--- src/rtl/seq_mult_bw.sv ---
// Sequential shift-add multiplier, one partial-product row per clock.
// Supports unsigned x unsigned (tc=0) and two's-complement x two's-complement
// (tc=1) using Baugh-Wooley row toggling plus a one-time correction constant.
// Latency: done pulses after the WIDTH-th rising edge following the accept edge.
module seq_mult_bw #(
    parameter int unsigned WIDTH = 8
) (
    input  logic                 clk,
    input  logic                 reset,
    input  logic                 start,
    input  logic                 tc,
    input  logic [WIDTH-1:0]     a,
    input  logic [WIDTH-1:0]     b,
    output logic                 ready,
    output logic                 done,
    output logic [2*WIDTH-1:0]   product
);

    localparam int unsigned PW = 2 * WIDTH;
    localparam int unsigned CW = (WIDTH > 1) ? $clog2(WIDTH) : 1;
    localparam logic [CW-1:0] LastCnt = CW'(WIDTH - 1);
    // Baugh-Wooley correction: 2^WIDTH + 2^(2*WIDTH-1)
    localparam logic [PW-1:0] Corr = PW'((64'd1 << (PW - 1)) | (64'd1 << WIDTH));

    // Reject unsupported operand widths at elaboration time.
    generate
        if (WIDTH < 2 || WIDTH > 32) begin : g_bad_width
            $error("seq_mult_bw: WIDTH must be in 2..32");
        end
    endgenerate

    typedef enum logic [1:0] {
        StIdle,
        StCalc,
        StDone
    } state_t;

    state_t            state_q, state_d;
    logic [WIDTH-1:0]  a_q, a_d;
    logic [WIDTH-1:0]  b_q, b_d;
    logic              tc_q, tc_d;
    logic [PW-1:0]     acc_q, acc_d;
    logic [CW-1:0]     cnt_q, cnt_d;
    logic [PW-1:0]     product_q, product_d;

    logic              last_row;
    logic [WIDTH-1:0]  row_bits;
    logic [PW-1:0]     row_shift;
    logic [PW-1:0]     acc_sum;

    // Current partial-product row, with signed-mode toggles on the sign-involved bits.
    always_comb begin
        last_row = (cnt_q == LastCnt);
        row_bits = '0;
        for (int j = 0; j < int'(WIDTH); j++) begin
            // Toggle when exactly one of a[WIDTH-1], b[WIDTH-1] takes part in this bit.
            row_bits[j] = (a_q[j] & b_q[cnt_q]) ^ (tc_q & ((j == int'(WIDTH) - 1) ^ last_row));
        end
        row_shift = PW'(row_bits) << cnt_q;
        // Correction is folded in with the first row so it is added exactly once.
        acc_sum   = acc_q + row_shift + ((tc_q && (cnt_q == '0)) ? Corr : '0);
    end

    // Next-state and datapath control for the IDLE/CALC/DONE sequencer.
    always_comb begin
        state_d   = state_q;
        a_d       = a_q;
        b_d       = b_q;
        tc_d      = tc_q;
        acc_d     = acc_q;
        cnt_d     = cnt_q;
        product_d = product_q;

        case (state_q)
            StIdle: begin
                if (start) begin
                    a_d     = a;
                    b_d     = b;
                    tc_d    = tc;
                    acc_d   = '0;
                    cnt_d   = '0;
                    state_d = StCalc;
                end
            end
            StCalc: begin
                acc_d = acc_sum;
                cnt_d = cnt_q + 1'b1;
                if (last_row) begin
                    // Only the finished sum ever reaches the product register.
                    product_d = acc_sum;
                    cnt_d     = '0;
                    state_d   = StDone;
                end
            end
            StDone: begin
                if (start) begin
                    a_d     = a;
                    b_d     = b;
                    tc_d    = tc;
                    acc_d   = '0;
                    cnt_d   = '0;
                    state_d = StCalc;
                end else begin
                    state_d = StIdle;
                end
            end
            default: begin
                state_d = StIdle;
            end
        endcase
    end

    // State and datapath registers; synchronous reset overrides any start.
    always_ff @(posedge clk) begin
        if (reset) begin
            state_q   <= StIdle;
            a_q       <= '0;
            b_q       <= '0;
            tc_q      <= 1'b0;
            acc_q     <= '0;
            cnt_q     <= '0;
            product_q <= '0;
        end else begin
            state_q   <= state_d;
            a_q       <= a_d;
            b_q       <= b_d;
            tc_q      <= tc_d;
            acc_q     <= acc_d;
            cnt_q     <= cnt_d;
            product_q <= product_d;
        end
    end

    assign ready   = (state_q != StCalc);
    assign done    = (state_q == StDone);
    assign product = product_q;

endmodule

--- config.mk ---
export PLATFORM = sky130hd
export DESIGN_NAME = seq_mult_bw
export DESIGN_NICKNAME = d
export VERILOG_FILES = /design/src/rtl/seq_mult_bw.sv
export SDC_FILE = /design/constraint.sdc
export NUM_CORES = 1
export LEC_CHECK = 0
export ABC_AREA = 1
export ABC_CLOCK_PERIOD_IN_PS = 3500
export BUFFER_PORTS_ARGS = -buffer_cell sky130_fd_sc_hd__buf_2
export CORE_AREA = 3 3 80 82
export DETAILED_ROUTE_END_ITERATION = 8
export DIE_AREA = 0 0 83 85
export PLACE_DENSITY = 0.81
export RECOVER_POWER = 25
export SYNTH_ARGS = -nofsm -noshare
export SYNTH_HDL_FRONTEND = slang
export SYNTH_SLANG_ARGS = --single-unit
--- constraint.sdc ---
create_clock -name clk -period 3.5 [get_ports clk]
set_input_delay 0.7 -clock clk [delete_from_list [all_inputs] [get_ports clk]]
set_output_delay 0.7 -clock clk [all_outputs]
set_load 0.02 [all_outputs]
# [After elaboration in Yosys (flattened, before gate mapping)]
# Cells that the tools add are included.
[op_classes] eq_ne=7 mux=12 n_mul=0 div=0 reduce_logical=9 order_cmp=1 add_sub_neg=3 n_bitwise=19 shift=1
[ops] operator="16-bit adder" count=2
[ops] operator="16-bit two-way mux" count=2
[ops] operator="16-bit case mux with 2 select lines" count=1
[ops] operator="8-bit by 3-bit left shift with 16-bit output" count=1
[ops] operator="1-bit AND" count=10
[ops] operator="2-bit AND reduction" count=4
[ops] operator="1-bit bitwise XOR" count=8
[ops] operator="3-bit two-way mux" count=2
[ops] operator="2-bit case mux with 3 select lines" count=1
[ops] operator="3-bit case mux with 2 select lines" count=1
[ops] operator="3-bit by 4-bit less-than comparator with 1-bit output (second input constant)" count=1
[ops] operator="2-bit two-way mux" count=2
[ops] operator="2-bit by 1-bit != test with 1-bit output (second input constant)" count=2
[ops] operator="2-bit != test (second input constant)" count=2
[ops] operator="3-bit by 1-bit adder with 3-bit output (second input constant)" count=1
[ops] operator="1-bit binary-select mux with 3-bit select" count=1
[ops] operator="3-bit == test (second input constant)" count=1
[ops] operator="3-bit logical NOT" count=1
[ops] operator="2-bit by 1-bit == test with 1-bit output (second input constant)" count=1
[ops] operator="2-bit == test (second input constant)" count=1
[ops] operator="2-bit logical NOT" count=1
[ops] operator="1-bit two-way mux" count=2
[ops] operator="2-bit nonzero test" count=1
[ops] operator="2-bit OR reduction" count=1
[ops] operator="other kinds (2)" count=2
[word_totals] mem_bits_rw=0 out_inout_bits=18 word_cells=59 register_bits=54 mem_count=0 inputBits=20 latch_bits=0 mem_bits_ro=0

# [Logic depth before layout (Yosys ltp)]
# Gate-level depths: netlist of the first run.
[logic_depth] ltp_word=8 ltp_mapped=25 depth_no_buf=23

# [Worst setup path after synthesis of the first run]
# No wires, ideal clock.
[synth_path] kind="reg-to-reg" from="register cnt_q[1]" to="register acc_q[11]" setup_slack_ps=302 stages_incl_launch_ff=21 t_arrival_ps=3128 path_buffers=0 synth_period_minus_slack_ps=3198 t_required_ps=3430 setup_time_ps=70 path_cell_list="dfxtp_1 > ha_1 > ha_1 > nand2_1 > inv_1 > nand4_1 > nand3_1 > nand2_1 > nand2_1 > nor2_1 > ha_1 > ha_1 > fa_1 > nand3_1 > nand2_1 > nand2_1 > nand2_1 > a21oi_1 > xnor2_1 > nand2_1 > a21oi_1"
[synth_via] elab_chain_len=8 elab_cells_between_ends=29 classes_between="add/sub (2); eq/ne (1); shift (1); mux (4); bitwise (19); reduce/logical (2)"
[synth_lines] item="start, declared" line_no="43" text="logic [CW-1:0] cnt_q, cnt_d;"
[synth_lines] item="start signal, assigned" line_no="129" text="cnt_q <= cnt_d;"
[synth_lines] item="1-bit binary-select mux with 3-bit select / 3-bit == test (equally long branches)" line_no="57, 53"
[synth_lines] item="1-bit two-way mux (implied by the code) / 1-bit NOT (equally long branches)"
[synth_lines] item="1-bit AND" line_no="57" text="row_bits[j] = (a_q[j] & b_q[cnt_q]) ^ (tc_q & ((j == int'(WIDTH) - 1) ^ last_row));"
[synth_lines] item="1-bit bitwise XOR" line_no="57"
[synth_lines] item="8-bit by 3-bit left shift with 16-bit output" line_no="59" text="row_shift = PW'(row_bits) << cnt_q;"
[synth_lines] item="16-bit adder" line_no="61" text="acc_sum = acc_q + row_shift + ((tc_q && (cnt_q == '0)) ? Corr : '0);"
[synth_lines] item="16-bit adder *" line_no="61"
[synth_lines] item="16-bit case mux with 2 select lines *" line_no="74" text="case (state_q)"
[synth_lines] item="end signal, assigned" line_no="120" text="acc_q <= '0;"
[synth_lines] item="end signal, assigned" line_no="128" text="acc_q <= acc_d;"
[synth_lines] item="end, declared" line_no="42" text="logic [PW-1:0] acc_q, acc_d;"
# Mark *: on every way between the ends. The rest lies on a longest branch, timed or not. The select of a mux whose other input is x is not followed.
# A chain may end at the register's enable or synchronous reset.

# [Final worst setup path of the first run]
[layout_path] from="register cnt_q[0]" to="register acc_q[15]"
# Same word-level chain as after synthesis.

==> results by group, run 1 <==
GRT
  • Total Routing Usage GR: 0.230
  • Vias in the first global route: 3033
  • GR Overflow Total: 0
  • First-pass GRT wire length: 13500 microns
  • Largest net degree at the start of global routing: 34
  • Antenna violations before repair: 0

Power and ir drop
  • P_leak: 2.00 nW
  • Peak VDD IR: 0.000282 V
  • Power Density: 336 nW/um^2
  • Power Total: 0.00134 W

Timing
  • PnR worst setup slack: 0.0944 ns
  • Unrepaired setup endpoints after global routing: true
  • Final Skew: 0.0109 ns
  • Final Max Slew Viols: 0
  • Rel. slew slack: 0.474
  • Worst Tran Pin Value: 0.789 ns
  • Final setup viols: 0
  • Min Tclk post-route: 3.41 ns
  • Fmax: 0.294 GHz
  • Post-Route Setup TNS: 0 ns
  • Final Hold Fails: 0
  • Period utilisation layout: 0.973

Synth
  • Synth area leader: dfxtp_1
  • Mean post-synth cell area: 6.92 sq um
  • Post-synthesis instance total: 492
  • Area contributors post-synth: dfxtp_1 32%, nand2_1 12%, ha_1 11%
  • Seq cells post-synth: 54
  • Post-Syn Nets: 545
  • Yosys cell types: 26
  • Top-area cell type share of the netlist area: 0.318
  • Number of synthesis warnings: 0
  • Netlist Area Pre-Place: 3400 sq um
  • Sequential area share after synthesis: 0.318

Critical path
  • Start point of the critical path: cnt_q[0]
  • Critical Path Sink Type: flop
  • Reg2reg start: cnt_q[0]
  • WP data arrival: 3.65 ns
  • Crit-path max FO: 8
  • FF-to-FF setup slack: 0.09 ns
  • Nature of the critical path startpoint: flop
  • WP data required: 3.75 ns
  • CP Class: flop to flop

Detailed routing
  • Initial DRC Count: 230
  • Routed Antenna Nets: 0
  • DRT Pass-1 Iters: 5
  • Residual DRC: 0
  • Routed wire length: 8670 microns
  • Via-to-Cell Ratio: 5.68
  • Routed WL per cell: 14.3 microns
  • DR vias: 3442

Cells and area
  • Most frequent cells in the layout: 108 x nand2_1, 65 x nand3_1, 52 x dfxtp_1
  • Share of layout cells above drive strength 1: 0.175
  • Synth-to-layout area growth: 16.8%
  • Leading cell type in the layout, fill and taps excluded: nand2_1
  • Ant. Diodes: 0
  • Nets: 583

Clocking
  • Clock Path Buffers: 2
  • TritonCTS Sinks: 54
  • Clock Root Buffer: clkbuf_8
  • Clk_lat worst skew: 0.31 ns
  • H-tree levels: 2
  • CTS Buf Count: 5
  • Post-CTS Setup Bufs: 0
  • CTS tree: yes
  • Clock-pin transition on the worst setup and hold timing paths: 0.10 ns

Floorplanning
  • Row cnt: 28
  • Die area: 7060 sq um
  • Initial core utilization: 0.585
  • Core Region: 5820 sq um
  • Io pins: 38
  • Die height: 85 microns
  • Die X: 83 microns

Placement
  • Port bufs: 37
  • Pre-CTS setup slack: 0.0531 ns
  • HPWL after DPL: 6120 microns
  • RePlAce Congestion: 0.953

Run status
  • Status: completed

Flow run
  • Max-cap violation count: 0

Hold path
  • Hold WC Path Type: flop to flop
  • Hold Crit Start: b_q[1]
==> kinds of logic after synthesis <==
family,count (synthesis),synth area share
flops,54,0.318
simple gates,237,0.301
xor+xnor,12,0.0309
buf+inv,65,0.0798
compound gates,91,0.145
fa+ha+maj,33,0.126
==> flip-flops by register name, summed over array words and instances (netlist names) <==
| name | count |
|---|---|
| state_q | 2 |
| acc_q | 16 |
| tc_q | 1 |
| b_q | 8 |
| product | 16 |
| cnt_q | 3 |
| a_q | 8 |
==> layout make-up <==
class / instances / area (sq um)
multi-input cells: 375 / 2240
fillers: 529 / 1840
flip-flops and latches: 54 / 1090
repair buffers: 50 / 283
inverters: 44 / 165
well taps: 75 / 93.8
clock buffers: 6 / 72.6
clock inverters: 2 / 37.5
==> layer usage <==
layer  track usage  wire, microns
met5             0              0
met4        0.0505            121
met2         0.388           3940
met3        0.0311            526
met1         0.316           4080
==> final timing paths <==
check,endpoint,cells after the start
setup / recovery,acc_q[15],20
hold / removal,b_q[1],2
setup reg to reg,acc_q[15],20
hold reg to reg,b_q[1],2
==> synthesized netlist by cell type <==
library cell	n
a21oi_1	42
a31oi_1	2
buf_2	4
buf_6	3
clkbuf_1	14
clkinv_1	2
dfxtp_1	54
fa_1	2
ha_1	31
inv_1	40
inv_2	2
nand2_1	112
nand3_1	68
nand3_2	2
nand3b_1	1
nand4_1	10
nor2_1	39
nor2_2	1
nor3_1	3
nor4_1	1
o211ai_1	2
o21ai_0	32
o21ai_1	1
o21bai_1	12
xnor2_1	3
xor2_1	9
==> critical path, stage by stage (launching register included) <==
cell and delay (ns):
dfxtp_4 0.37, buf_4 0.15, nor2_1 0.12, nor2_1 0.06, nand2_2 0.13, nand3_4 0.14, nand3_1 0.10, o21ai_0 0.11
nand3_1 0.11, nand2_1 0.09, nand3_1 0.11, nand2_1 0.08, fa_1 0.49, ha_2 0.31, a21oi_2 0.18, o21ai_1 0.11
a21oi_1 0.21, nand3b_1 0.11, nand2_1 0.11, nand2_1 0.10, a21oi_1 0.13
==> through the flow <==
step                hold slack (ns)  instance area, sq um  utilization  cells
global route                  0.495                  3980        0.684    606
detailed placement            0.453                  3670        0.632    596
floorplan                     0.429                  3400            -    492
CTS                           0.468                  3780        0.651    604
global placement              0.444                  3670        0.632    596
finish                        0.467                  3980        0.684    606
==> timing repair <==
item	in CTS	in global routing
resized for setup	0	40
hold endpoints to repair	0	0
endpoints found under the setup margin	0	19
hold buffers	0	0
==> where the power goes <==
part | total, W | internal [W] | switching (W)
Combinational | 0.000259 | 0.0000898 | 0.000169
Sequential | 0.000653 | 0.000638 | 0.0000152
Clock | 0.000423 | 0.000214 | 0.000209
Total | 0.00134 | 0.000941 | 0.000394
(Power assumes the default switching activity.)
==> run 2, diff against run 1 <==
Settings changed: ABC_CLOCK_PERIOD_IN_PS 3500 to 3600, REMOVE_ABC_BUFFERS set to 1.
Clock period 3.5 ns to 3.6 ns, I/O delays scaled along.
==> results by group, run 2 (synthesized netlist as in run 1, its figures left out) <==
Timing
  • Post-Route Setup TNS: 0 ns (unchanged)
  • Final Hold Fails: 0 (unchanged)
  • Worst Tran Pin Value: 0.833 ns (was 0.789 ns)
  • Rel. slew slack: 0.444 (was 0.474)
  • Fin Hold WS: 0.467 ns (about the same)
  • Final setup viols: 0 (unchanged)
  • PnR worst setup slack: 0.235 ns (was 0.0944 ns)
  • Final Skew: 0.00852 ns (was 0.0109 ns)
  • Period utilisation layout: 0.935 (was 0.973)
  • Final Max Slew Viols: 0 (unchanged)
  • Fmax: 0.297 GHz (was 0.294 GHz)
  • Unrepaired setup endpoints after global routing: true (unchanged)
  • Min Tclk post-route: 3.36 ns (was 3.41 ns)

Critical path
  • Critical Path Sink Type: flop (unchanged)
  • WP data arrival: 3.56 ns (was 3.65 ns)
  • Nature of the critical path startpoint: flop (unchanged)
  • CP Class: flop to flop (unchanged)
  • WP data required: 3.80 ns (was 3.75 ns)
  • Crit-path max FO: 8 (unchanged)

GRT
  • Vias in the first global route: 3204 (was 3033)
  • First-pass GRT wire length: 14200 microns (was 13500 microns)
  • GR Overflow Total: 0 (unchanged)
  • Largest net degree at the start of global routing: 34 (unchanged)
  • Total Routing Usage GR: 0.241 (was 0.230)
  • Antenna violations before repair: 0 (unchanged)

Floorplanning
  • Die area: 7060 sq um (unchanged)
  • Core Region: 5820 sq um (unchanged)
  • Initial core utilization: 0.585 (unchanged)
  • Io pins: 38 (unchanged)
  • Row cnt: 28 (unchanged)
  • Die height: 85 microns (unchanged)
  • Die X: 83 microns (unchanged)

Placement
  • RePlAce Congestion: 0.909 (was 0.953)
  • HPWL after DPL: 5900 microns (was 6120 microns)
  • Port bufs: 37 (unchanged)
  • Pre-CTS setup slack: 0.0331 ns (was 0.0531 ns)

Power and ir drop
  • Peak VDD IR: 0.000196 V (was 0.000282 V)
  • P_leak: 1.96 nW (was 2.00 nW)
  • Power Density: 331 nW/um^2 (was 336 nW/um^2)
  • Power Total: 0.00129 W (was 0.00134 W)

Cells and area
  • Leading cell type in the layout, fill and taps excluded: nand2_1 (unchanged)
  • Most frequent cells in the layout: 110 x nand2_1, 63 x nand3_1, 51 x dfxtp_1 (was 108 x nand2_1, 65 x nand3_1, 52 x dfxtp_1)
  • Synth-to-layout area growth: 14.3% (was 16.8%)
  • Ant. Diodes: 0 (unchanged)
  • Share of layout cells above drive strength 1: 0.148 (was 0.175)
  • Nets: 579 (was 583)

Clocking
  • Clock Root Buffer: clkbuf_8 (unchanged)
  • Clk_lat worst skew: 0.30 ns (was 0.31 ns)
  • Post-CTS Setup Bufs: 0 (unchanged)
  • CTS tree: yes (unchanged)
  • CTS Buf Count: 5 (unchanged)
  • Clock Path Buffers: 2 (unchanged)
  • H-tree levels: 2 (unchanged)
  • Clock-pin transition on the worst setup and hold timing paths: 0.10 ns (about the same)
  • TritonCTS Sinks: 54 (unchanged)

Detailed routing
  • Routed Antenna Nets: 0 (unchanged)
  • Routed WL per cell: 13.6 microns (was 14.3 microns)
  • DRT Pass-1 Iters: 5 (unchanged)
  • Via-to-Cell Ratio: 5.57 (was 5.68)
  • Routed wire length: 8170 microns (was 8670 microns)
  • Initial DRC Count: 315 (was 230)
  • DR vias: 3351 (was 3442)
  • Residual DRC: 0 (unchanged)

Run status
  • Status: completed (unchanged)

Hold path
  • Hold WC Path Type: flop to flop (unchanged)

Flow run
  • Max-cap violation count: 0 (unchanged)
## run 2: changes by cell type in the layout (fill, tap and decap cells not counted), sizes merged
cell / previous run / this run
nand3: 72 / 71
buf: 50 / 47
## run 2: final timing paths
check | from | endpoint | slack [ns] | cells after the start
max | cnt_q[0] | product[15] | 0.24 | 19
min | b_q[1] | b_q[1] | 0.47 | 2
max reg2reg | cnt_q[0] | product[15] | 0.24 | 19
min reg2reg | b_q[1] | b_q[1] | 0.47 | 2
## run 2: repair_timing
item	in CTS	in global routing
pin swaps	0	2
gates cloned	0	1
endpoints found under the setup margin	1	21
hold endpoints to repair	0	0
hold buffers	0	0
gates resized for setup	1	27
## run 2: layer usage
layer,up-vias,GRT usage,share of wire,wire [microns]
met4,0,0.0773,0.019,157
met1,1518,0.308,0.46,3750
li1,1713,-,-,-
met2,100,0.416,0.47,3860
met5,-,0,0,0
met3,20,0.0388,0.048,392
## run 2: final cells by class
| type | instances | area [sq um] |
|---|---|---|
| Multi-Input combinational cell | 374 | 2170 |
| Fill cell | 528 | 1920 |
| Sequential cell | 54 | 1090 |
| Timing Repair Buffer | 47 | 260 |
| Inverter | 44 | 168 |
| Tap cell | 75 | 93.8 |
| Clock buffer | 6 | 72.6 |
| Clock inverter | 2 | 37.5 |
## run 2: per-stage QoR
stage	std cells	util	instance area, sq um
after floorplan	471	-	3300
after global placement	593	0.628	3650
after detailed placement	593	0.628	3650
after CTS	601	0.648	3770
after global routing	602	0.669	3890
final	602	0.669	3890
## run 2: where the power goes
group	switching [W]	leakage (nW)	internal, W
clock	0.000205	0.0514	0.000208
sequential	0.0000164	0.442	0.000620
combinational	0.000153	1.47	0.0000845
total	0.000375	1.96	0.000912
## run 2: worst max-delay path, stage by stage, from the launching register on
cell and delay (ns):
dfxtp_4 0.39, ha_1 0.20, ha_1 0.19, buf_4 0.15, nor2_1 0.11, nand4_1 0.14, nand3_1 0.15, nand2_1 0.08
nand3_1 0.10, nand2_1 0.08, fa_1 0.55, ha_4 0.24, a21oi_2 0.16, o21ai_1 0.11, a21oi_1 0.24, nand2_1 0.08
nand2_1 0.06, nand2_1 0.06, o21bai_1 0.14, inv_1 0.06
